<file path="src/rtl/vnu_ext_acc.sv">
// Variable-node accumulation stage: sums channel LLR with DEGREE c2v messages,
// then streams saturated sign-magnitude extrinsic v2c messages and a hard decision.
module vnu_ext_acc #(
    parameter int DATA_W = 6,
    parameter int LLR_W  = 6,
    parameter int DEGREE = 4
) (
    input  logic              i_clk,
    input  logic              i_rst_n,
    input  logic              i_start,
    input  logic [LLR_W-1:0]  i_llr,
    input  logic              i_valid,
    input  logic [DATA_W-1:0] i_c2v,
    output logic              o_ready,
    output logic              o_valid,
    output logic [DATA_W-1:0] o_v2c,
    output logic              o_last,
    input  logic              i_ready,
    output logic              o_app_hd,
    output logic              o_busy
);

    localparam int MAX_W = (DATA_W > LLR_W) ? DATA_W : LLR_W;
    localparam int SUM_W = MAX_W + $clog2(DEGREE + 1) + 1;
    localparam int CW    = $clog2(DEGREE);

    localparam logic [CW-1:0] LAST = CW'(DEGREE - 1);

    localparam logic signed [SUM_W-1:0] SAT_P = SUM_W'((1 << (DATA_W - 1)) - 1);
    localparam logic signed [SUM_W-1:0] SAT_N = -SAT_P;

    localparam logic [1:0] IDLE = 2'd0;
    localparam logic [1:0] ACC  = 2'd1;
    localparam logic [1:0] EMIT = 2'd2;

    logic [1:0]               state;
    logic [CW-1:0]            cnt;
    logic [CW-1:0]            rd;
    logic [CW-1:0]            rd_nxt;
    logic signed [SUM_W-1:0]  sum;
    logic signed [SUM_W-1:0]  sum_acc;
    logic signed [SUM_W-1:0]  ext_first;
    logic signed [SUM_W-1:0]  ext_next;
    logic [DATA_W-1:0]        buffer [DEGREE];
    logic                     beat;
    logic                     xfer;

    function automatic logic signed [SUM_W-1:0] sext_d(input logic [DATA_W-1:0] v);
        return {{(SUM_W - DATA_W){v[DATA_W-1]}}, v};
    endfunction

    function automatic logic signed [SUM_W-1:0] sext_l(input logic [LLR_W-1:0] v);
        return {{(SUM_W - LLR_W){v[LLR_W-1]}}, v};
    endfunction

    // Symmetric clamp to +-(2^(DATA_W-1)-1), then sign-magnitude; zero stays positive.
    function automatic logic [DATA_W-1:0] to_sm(input logic signed [SUM_W-1:0] ext);
        logic                    neg;
        logic signed [SUM_W-1:0] mag;
        neg = ext[SUM_W-1];
        if (ext > SAT_P) begin
            mag = SAT_P;
        end else if (ext < SAT_N) begin
            mag = SAT_P;
        end else if (neg) begin
            mag = -ext;
        end else begin
            mag = ext;
        end
        return {neg, (DATA_W - 1)'(mag)};
    endfunction

    assign o_ready = (state == ACC);
    assign o_busy  = (state != IDLE);
    assign beat    = i_valid & o_ready;
    assign xfer    = o_valid & i_ready;

    // Next accumulator value and the extrinsic values for the first and next messages.
    always_comb begin
        rd_nxt    = rd + CW'(1);
        sum_acc   = sum + sext_d(i_c2v);
        ext_first = sum_acc - sext_d(buffer[0]);
        ext_next  = sum - sext_d(buffer[rd_nxt]);
    end

    // Node FSM: capture LLR, accumulate c2v beats, then stream extrinsic messages.
    always_ff @(posedge i_clk or negedge i_rst_n) begin
        if (!i_rst_n) begin
            state    <= IDLE;
            cnt      <= '0;
            rd       <= '0;
            sum      <= '0;
            o_valid  <= 1'b0;
            o_v2c    <= '0;
            o_last   <= 1'b0;
            o_app_hd <= 1'b0;
            for (int i = 0; i < DEGREE; i++) begin
                buffer[i] <= '0;
            end
        end else begin
            case (state)
                IDLE: begin
                    if (i_start) begin
                        sum   <= sext_l(i_llr);
                        cnt   <= '0;
                        state <= ACC;
                    end
                end
                ACC: begin
                    if (beat) begin
                        buffer[cnt] <= i_c2v;
                        sum         <= sum_acc;
                        if (cnt == LAST) begin
                            state    <= EMIT;
                            cnt      <= '0;
                            rd       <= '0;
                            o_app_hd <= sum_acc[SUM_W-1];
                            o_valid  <= 1'b1;
                            o_v2c    <= to_sm(ext_first);
                            o_last   <= 1'b0;
                        end else begin
                            cnt <= cnt + CW'(1);
                        end
                    end
                end
                EMIT: begin
                    if (xfer) begin
                        if (rd == LAST) begin
                            o_valid <= 1'b0;
                            o_last  <= 1'b0;
                            state   <= IDLE;
                        end else begin
                            rd     <= rd_nxt;
                            o_v2c  <= to_sm(ext_next);
                            o_last <= (rd_nxt == LAST);
                        end
                    end
                end
                default: begin
                    state <= IDLE;
                end
            endcase
        end
    end

endmodule
</file>
<file path="config.mk">
export PLATFORM = sky130hd
export DESIGN_NAME = vnu_ext_acc
export DESIGN_NICKNAME = d
export VERILOG_FILES = /design/src/rtl/vnu_ext_acc.sv
export SDC_FILE = /design/constraint.sdc
export NUM_CORES = 1
export LEC_CHECK = 0
export ABC_AREA = 1
export BUFFER_PORTS_ARGS = -buffer_cell sky130_fd_sc_hd__buf_2
export CAP_MARGIN = 20
export CORE_MARGIN = 4
export CORE_UTILIZATION = 52
export DETAILED_ROUTE_END_ITERATION = 6
export PLACE_DENSITY = 0.7
export SLEW_MARGIN = 20
export SYNTH_ARGS = -nofsm -noshare
export SYNTH_HDL_FRONTEND = slang
export SYNTH_SLANG_ARGS = --single-unit
</file>
<file path="constraint.sdc">
create_clock -name i_clk -period 4.36 [get_ports i_clk]
set_input_delay 0 -clock i_clk [delete_from_list [all_inputs] [get_ports i_clk]]
set_output_delay 0 -clock i_clk [all_outputs]
set_load 0.05 [all_outputs]
</file>
==> metrics.yaml, run 1 <==
logic_synthesis:
  avgSynthCellArea_um2: 6.95
  synthArstFlopShare: 1.00
  synth-edff-count: 0
  syn_inst: 605
  synth_top_flop_cell: "dfrtp_1"
  syn_area_mm2: 0.00420
  ys_ff_latch: 49
  synth_fp_nets: 663
  synth_seq_area_share: 0.292
  ys_types: 39
  ys.warnings.count: 0
die:
  core-area_mm2: 0.00781
  dieHeight_um: 97.9
  pin_count: 28
  start_util: 0.538
  fp-row-count: 32
  die-width_um: 97.9
  die-area_mm2: 0.00958
worst_setup_path:
  critPathKind: "flip-flop to flip-flop"
  cp_cell_sequence: "ha_1 > inv_1 > fa_1 > o21ai_0 > a21oi_1 > nor2_1 > nor2_1 > xor2_1 > inv_1 > ha_1 > a21o_1 > a31oi_1 > o21ai_4 > inv_2 > nand3_4 > nand3_2 > nand2_2 > nor2_1 > nand2_1 > nand2_1 > nand2_1"
  crit_cells: 21
  crit_required_ps: 4570
  worst_r2r_path_depth: 21
  end_kind: "flip-flop"
  crit_path_start_kind: "flip-flop"
  crit_arrival_ps: 3870
  critPathMaxFanout: 5
  critPathLaunch: "sum[0]"
  crit_buf_inv: 3
  regToRegStartpoint: "sum[0]"
  critPathMaxStageDelay_ps: 420
  path_delay_family: "compound AO/OA/AOI/OAI gates"
  cpMaxStageDelayCell: "fa_1"
outcome:
  status: "completed"
timing:
  hold_violations: 0
  maxSlewHeadroom: 0.596
  worst_slack_ps: 698
  tns_ps: 0
  period_share: 0.840
  max_freq_mhz: 273
  finalClockSkew_ps: 12.3
  worstMarginPinSlew_ps: 606
  min_period_ps: 3660
  slew_violations: 0
  rsz0062_at_grt: "no"
  setup_viol: 0
routing:
  dr_total_vias: 3921
  highest_layer: "met4"
  route.met3.wl_um: 477
  postRouteAntennaNets: 0
  wl_met2_um: 4760
  drc_errors: 0
  via_per_inst: 5.29
  wire_per_inst_um: 13.9
  drt_first_pass_iters: 5
  first_iter_violations: 173
  finalWirelength_um: 10300
  routedLengthMet1_um: 4850
global_routing:
  antenna_found_initial: 0
  grt_max_degree: 32
  grt_pass1_vias: 3718
  grt_use_total: 0.222
  grt_overflow: 0
  grt_pass1_wl_um: 17600
hold_path:
  hold_depth: 3
  hp-start: "i_c2v[0]"
  hp-class: "primary input to flip-flop"
clock_network:
  cts_tree: "built"
  cts_sinks: 49
  cts_resized: 0
  clockRootBuffer: "clkbuf_8"
  clk_pin_slew_ps: 110
  clk-insertion-delay-late_ps: 320
  h-tree-depth: 2
  clk_path_buf_depth: 2
  cts_hold_buffers: 4
  cts_setup_buffers: 0
  cts_made_buffers: 5
layout:
  regArea_mm2: 0.00123
  multi_input_area_mm2: 0.00262
  postLayoutCellArea_mm2: 0.00459
  syn2layout_area_growth_pct: 9.20
  nFillCells: 763
  fin_nets: 696
  drive_above_1_share: 0.113
  diodes: 0
place:
  dpl-instance-area_mm2: 0.00445
  post-dp-hpwl_um: 8430
  gp_congestion: 0.955
  numPortBuffers: 27
  place_ws_ps: 745
run:
  max_cap_violations: 0
## state kept, by name (all words and copies together), names as in the netlist
register / cells
buffer: 24
cnt: 2
o_app_hd: 1
o_last: 1
o_v2c: 6
o_valid: 1
rd: 2
state: 2
sum: 10
## cell usage in the layout (no fill, tap or decap), types with 14 or more instances in the layout
cell type / netlist / layout
a21oi_1: 28 / 28
buf_2: 0 / 27
dfrtp_1: 49 / 49
ha_1: 38 / 38
inv_1: 79 / 79
nand2_1: 180 / 180
nand3_1: 32 / 32
nor2_1: 49 / 49
o21ai_0: 49 / 49
xor2_1: 14 / 14
## worst paths after layout
| check | end | slack [ps] |
|---|---|---|
| max | o_v2c[4] | 700 |
| min | buffer[18] | 1 |
| max reg2reg | o_v2c[4] | 700 |
| min reg2reg | o_v2c[3] | 480 |
| max in group asynchronous | o_last | 3400 |
| min in group asynchronous | o_app_hd | 160 |
## per-stage QoR
step                      cells  hold WS, ps  utilization
after floorplan             605         -296            -
after global placement      729        -3.19        0.571
after detailed placement    729        -6.61        0.571
after CTS                   741         3.17        0.588
after global routing        741         9.37        0.588
final                       741         1.12        0.588
## synth_stat cells, types with 4 or more instances
| master | number | area share |
|---|---|---|
| nand2_1 | 180 | 0.16 |
| inv_1 | 79 | 0.071 |
| dfrtp_1 | 49 | 0.29 |
| nor2_1 | 49 | 0.044 |
| o21ai_0 | 49 | 0.058 |
| ha_1 | 38 | 0.11 |
| nand3_1 | 32 | 0.038 |
| a21oi_1 | 28 | 0.033 |
| xor2_1 | 14 | 0.029 |
| nand2_2 | 11 | 0.016 |
| nand4_1 | 10 | 0.015 |
| clkbuf_1 | 7 | 0.0063 |
| xnor2_1 | 7 | 0.015 |
| nand3_2 | 6 | 0.014 |
| nand3b_1 | 5 | 0.0089 |
| inv_2 | 4 | 0.0036 |
## kinds of logic (layout without fill, tap and decap cells)
kind of cell	after synthesis	after routing	share of synthesized area
xor+xnor	21	21	0.0438
simple gates	306	306	0.327
buf+inv	93	127	0.0845
fa+ha+maj	41	41	0.127
compound gates	95	95	0.125
flops	49	49	0.292
## metal layers
metal  GRT usage  up-vias
li1            -     2012
met1       0.302     1795
met2       0.366       90
met3      0.0364       24
met4      0.0618        0
met5           0        -
## worst register-to-register path: cells and delay by family (launching register included)
family,cells,cell delay (ps)
AO/OA/AOI/OAI,5,1060
XOR/XNOR,1,120
adder cells (fa/ha/maj),3,1020
buffers and inverters,3,250
flip-flops,1,360
AND/OR/NAND/NOR,9,750
## final cells by class
cell class / instances / share of cell area
Clock buffer: 5 / 0.0150
Clock inverter: 3 / 0.00573
Inverter: 85 / 0.0701
Multi-Input combinational cell: 463 / 0.571
Sequential cell: 49 / 0.267
Tap cell: 102 / 0.0278
Timing Repair Buffer: 34 / 0.0431
Power of run 1 is left out: the tool's default activity adds up to more than one toggle a clock period on the data nets, which glitch-free logic cannot reach.
==> run 2: changes to the inputs <==
- clock period: 4.36 -> 3.4 ns (I/O delays scaled with it)
==> run 2 against run 1 <==
Against the previous run:
- first-iteration DRC count increased by 43%
- critical path depth did not move
- sequential cell count did not move
- critical path type unchanged
- highest routed layer unchanged
==> metrics.yaml, run 2 (synthesis results as in run 1) <==
outcome:
  status: "completed"
timing:
  maxSlewHeadroom: 0.638  # +0.0418
  period_share: 0.952  # +0.112
  worstMarginPinSlew_ps: 542  # -64.0 ps
  hold_violations: 0  # unchanged
  rsz0062_at_grt: "yes"
  setup_viol: 0  # unchanged
  slew_violations: 0  # unchanged
  finalClockSkew_ps: 6.81  # -5.51 ps
  tns_ps: 0  # unchanged
  max_freq_mhz: 309  # +13%
  min_period_ps: 3240  # -424 ps
clock_network:
  h-tree-depth: 2  # unchanged
  clk-insertion-delay-late_ps: 310  # about the same
  cts_tree: "built"
  clk_pin_slew_ps: 90  # -20 ps
  clockRootBuffer: "clkbuf_8"
  cts_made_buffers: 5  # unchanged
  clk_path_buf_depth: 2  # unchanged
  cts_sinks: 49  # unchanged
routing:
  route.met3.wl_um: 452  # -5.2%
  postRouteAntennaNets: 0  # unchanged
  drt_first_pass_iters: 5  # unchanged
  first_iter_violations: 247  # +43%
  via_per_inst: 5.27  # -0.40%
  dr_total_vias: 3974  # +1.4%
  highest_layer: "met4"
  routedLengthMet1_um: 4910  # +1.3%
  wire_per_inst_um: 14.0  # +0.50%
  finalWirelength_um: 10600  # +2.3%
  drc_errors: 0  # unchanged
  wl_met2_um: 5020  # +5.4%
layout:
  final_cell_mix: "nand2_1, inv_1, dfrtp_1"
  top_regs: "buffer x24, sum x10, o_v2c x6"
  nFillCells: 729  # -4.5%
  syn2layout_area_growth_pct: 16.1
  diodes: 0  # unchanged
  largest_reg_flops: 24  # unchanged
  drive_above_1_share: 0.173  # +0.0606
  fin_nets: 709  # +1.9%
  instances_no_fill: 754  # +1.8%
  final_common_cell: "nand2_1"
  top_register: "buffer"
global_routing:
  grt_max_degree: 36  # +13%
  grt_use_total: 0.223  # +0.00135
  grt_pass1_vias: 3790  # +1.9%
  grt_pass1_wl_um: 17600  # +0.23%
  grt_overflow: 0  # unchanged
  antenna_found_initial: 0  # unchanged
place:
  numPortBuffers: 27  # unchanged
  gp_congestion: 0.892  # -6.5%
  dp_cells: 735  # +0.82%
  post-dp-hpwl_um: 8300  # -1.6%
worst_setup_path:
  cp_cell_sequence: "ha_1 > inv_1 > fa_2 > o21ai_2 > buf_4 > nand4_1 > o211ai_1 > xor2_1 > ha_1 > inv_2 > o21bai_1 > a31oi_2 > o21ai_4 > inv_2 > nand3_4 > nand3_4 > nand2_2 > nor2_1 > nand2_1 > nand2_1 > nand2_1"
  crit_required_ps: 3600  # -970 ps
  crit_top_cell: "nand2_1"
  crit_path_start_kind: "flip-flop"
  end_kind: "flip-flop"
  critPathMaxFanout: 5  # unchanged
  cpMaxStageDelayCell: "fa_2"
  critPathMaxStageDelay_ps: 370  # -50 ps
  crit_arrival_ps: 3440  # -430 ps
  path_delay_family: "adder cells"
  critPathKind: "flip-flop to flip-flop"
  crit_buf_inv: 4  # +1
die:
  die-width_um: 97.9  # unchanged
  pin_count: 28  # unchanged
  start_util: 0.538  # unchanged
  die-area_mm2: 0.00958  # unchanged
  dieHeight_um: 97.9  # unchanged
  core-area_mm2: 0.00781  # unchanged
  fp-row-count: 32  # unchanged
run:
  max_cap_violations: 0  # unchanged
hold_path:
  hp-class: "primary input to flip-flop"
==> run 2: changes by cell type in the layout (fill, tap and decap cells not counted), moves of 2 or more <==
| cell | change |
|---|---|
| nor2_1 | -4 |
| fa_1 | -2 |
| bufinv_16 | +2 |
| inv_1 | -3 |
| nor2_2 | +3 |
| ha_2 | +4 |
| a21oi_1 | -2 |
| ha_4 | +5 |
| buf_4 | +14 |
| inv_2 | +3 |
| fa_2 | +2 |
| clkinv_4 | -2 |
| ha_1 | -9 |
==> run 2: layout make-up <==
type | count | area, µm² | area share
multi-input combinational | 463 | 2780 | 0.569
timing repair buffer | 47 | 293 | 0.0600
tap | 102 | 128 | 0.0262
sequential | 49 | 1230 | 0.251
clock buffer | 5 | 68.8 | 0.0141
inverter | 85 | 322 | 0.0659
clock inverter | 3 | 65.1 | 0.0133
==> run 2: worst paths after layout <==
path | slack [ps] | endpoint | cells past startpoint | from
worst max-delay path | 160 | o_v2c[3] | 21 | sum[0]
worst min-delay path | 20 | sum[3] | 3 | i_llr[3]
worst max register to register | 160 | o_v2c[3] | 21 | sum[0]
worst min register to register | 480 | o_v2c[2] | 2 | o_v2c[2]
max in group asynchronous | 2470 | rd[0] | 3 | i_rst_n
min in group asynchronous | 140 | o_app_hd | 2 | i_rst_n
==> run 2: worst reg2reg max path: stages, from the launching register on <==
cell,delay (ps)
dfrtp_1,360
ha_1,160
inv_1,60
fa_2,370
o21ai_2,130
buf_4,140
nand4_1,80
o211ai_1,120
xor2_1,260
ha_1,340
inv_2,80
o21bai_1,70
a31oi_2,200
o21ai_4,110
inv_2,90
nand3_4,120
nand3_4,110
nand2_2,80
nor2_1,110
nand2_1,60
nand2_1,60
nand2_1,50
==> run 2: through the flow <==
| stage | hold WS [ps] | worst slack, ps | utilization | area, µm² |
|---|---|---|---|---|
| 6_report | 20.5 | 162 | 0.625 | 4880 |
| 2_1_floorplan | -296 | 110 | - | 4200 |
| 3_3_place_gp | -54.5 | 91.6 | 0.576 | 4500 |
| 5_1_grt | 25.3 | -41.0 | 0.625 | 4880 |
| 3_5_place_dp | -57.3 | 37.9 | 0.576 | 4500 |
| 4_1_cts | 15.2 | 8.00 | 0.597 | 4660 |
==> run 2: timing repair <==
action / 4_1_cts / 5_1_grt
gates resized for setup: 0 / 31
setup buffers: 0 / 8
setup endpoints to repair: 0 / 6
endpoints found under the hold margin: 16 / 0
hold buffers: 3 / 0
==> run 2: layer usage <==
metal | vias up | global-route usage
met5 | - | 0
met4 | 0 | 0.0671
met3 | 14 | 0.0321
met2 | 88 | 0.362
met1 | 1835 | 0.311
li1 | 2037 | -
Power of run 2 is left out for the same reason.
==> run 3: changes to the inputs <==
- clock period: 3.4 -> 3.6 ns (I/O delays scaled with it)
==> run 3 against run 2 <==
Against the previous run:
- fmax fell by 1.1%
- global-route usage fell by 0.27 points
- worst hold slack got worse by 9.6 ps
- critical path depth did not move
- sequential cell count did not move
- non-clock buffer count fell by 13
- first-iteration DRC count rose by 6.1%
- count of clock-buffer cells in the layout did not move
- highest routed layer unchanged
==> metrics.yaml, run 3 (synthesis results as in run 1) <==
layout:
  syn2layout_area_growth_pct: 9.71
  drive_above_1_share: 0.122  # -0.0512
  diodes: 0  # unchanged
  largest_reg_flops: 24  # unchanged
  top_register: "buffer"
  postLayoutCellArea_mm2: 0.00461  # -5.5%
  multi_input_area_mm2: 0.00265  # -4.6%
  fin_nets: 696  # -1.8%
  final_common_cell: "nand2_1"
  final_cell_mix: "nand2_1, inv_1, dfrtp_1"
  top_regs: "buffer x24, sum x10, o_v2c x6"
  regArea_mm2: 0.00123  # unchanged
  nFillCells: 746  # +2.3%
global_routing:
  grt_util_met1: 0.299  # -0.0113
  grt_pass1_vias: 3730  # -1.6%
  use_met3: 0.0357  # +0.00357
  grt_max_degree: 50  # +39%
  top_usage_layer: "met2"
  antenna_found_initial: 0  # unchanged
  grt_util_met2: 0.369  # +0.00733
  grt_pass1_wl_um: 17300  # -1.6%
  grt_use_total: 0.221  # -0.00270
  grt_overflow: 0  # unchanged
hold_path:
  hp-class: "primary input to flip-flop"
timing:
  worstMarginPinSlew_ps: 913  # +371 ps
  min_period_ps: 3270  # +36.6 ps
  setup_viol: 0  # unchanged
  hold_violations: 0  # unchanged
  maxSlewHeadroom: 0.391  # -0.246
  finalClockSkew_ps: 8.26  # +1.45 ps
  max_freq_mhz: 305  # -1.1%
  period_share: 0.910  # -0.0427
  slew_violations: 0  # unchanged
clock_network:
  clk_pin_slew_ps: 100  # about the same
  clk-insertion-delay-late_ps: 310  # about the same
  cts_made_buffers: 5  # unchanged
  clk_path_buf_depth: 2  # unchanged
  cts_setup_buffers: 0  # unchanged
  h-tree-depth: 2  # unchanged
  cts_sinks: 49  # unchanged
  cts_tree: "built"
  clockRootBuffer: "clkbuf_8"
routing:
  finalWirelength_um: 10100  # -4.2%
  first_iter_violations: 262  # +6.1%
  drt_first_pass_iters: 5  # unchanged
  via_per_inst: 5.31  # +0.70%
  drc_errors: 0  # unchanged
  postRouteAntennaNets: 0  # unchanged
  dr_total_vias: 3933  # -1.0%
  wire_per_inst_um: 13.7  # -2.5%
die:
  start_util: 0.538  # unchanged
  dieHeight_um: 97.9  # unchanged
  pin_count: 28  # unchanged
  die-area_mm2: 0.00958  # unchanged
  core-area_mm2: 0.00781  # unchanged
  fp-row-count: 32  # unchanged
  die-width_um: 97.9  # unchanged
worst_setup_path:
  crit_path_start_kind: "flip-flop"
  crit_required_ps: 3810  # +210 ps
  end_kind: "flip-flop"
  critPathMaxFanout: 5  # unchanged
  critPathKind: "flip-flop to flip-flop"
  crit_arrival_ps: 3480  # +40 ps
place:
  numPortBuffers: 27  # unchanged
  dpl-instance-area_mm2: 0.00445  # -1.0%
  gp_congestion: 0.914  # +2.5%
  post-dp-hpwl_um: 8170  # -1.5%
outcome:
  status: "completed"
run:
  max_cap_violations: 0  # unchanged
-- run 3: final timing paths --
path,startpoint,to,slack (ps),depth (start not counted)
max,sum[0],o_v2c[4],330,21
min,i_c2v[3],buffer[15],10,3
max reg2reg,sum[0],o_v2c[4],330,21
min reg2reg,o_v2c[1],o_v2c[1],480,2
max in group asynchronous,i_rst_n,cnt[1],2850,3
min in group asynchronous,i_rst_n,o_app_hd,290,3
-- run 3: through the flow --
stage / hold slack (ps) / setup slack, ps / setup TNS, ps / util / instances
after floorplan: -296 / 310 / 0 / - / 605
after global placement: 148 / 185 / 0 / 0.571 / 729
after detailed placement: 154 / 64.0 / 0 / 0.571 / 729
after CTS: 7.30 / 32.0 / 0 / 0.587 / 741
after global routing: 25.0 / -26.1 / -81.2 / 0.591 / 741
final: 11.0 / 326 / 0 / 0.591 / 741
-- run 3: critical path, stage by stage (launching register included) --
cell and delay [ps]:
dfrtp_1 360, ha_2 220, inv_1 60, fa_1 410, o21ai_2 190, a21oi_1 90, nor2_1 90, nor2_1 50
xor2_1 120, inv_1 70, ha_1 330, a21o_1 250, a31oi_4 180, o21ai_4 100, inv_2 90, nand3_4 110
nand3_2 110, nand2_2 70, nor2_1 110, nand2_1 60, nand2_1 60, nand2_1 40
-- run 3: metal layers --
metal  wire length [µm]  vias to the layer above
met1               4650                     1802
met3                538                       14
met2               4740                       96
li1                   -                     2021
met4                186                        0
met5                  0                        -
-- run 3: final cells by class --
class                      count  share of cell area
clock inverter                 3             0.00461
sequential                    49               0.266
clock buffer                   5              0.0149
timing repair buffer          34              0.0429
inverter                      85              0.0697
multi-input combinational    463               0.574
tap                          102              0.0277
-- run 3: timing repair --
action	CTS	global route
endpoints found under the setup margin	0	6
gates resized for setup	0	8
hold buffers	4	0
endpoints found under the hold margin	52	0
Power of run 3 is left out for the same reason.
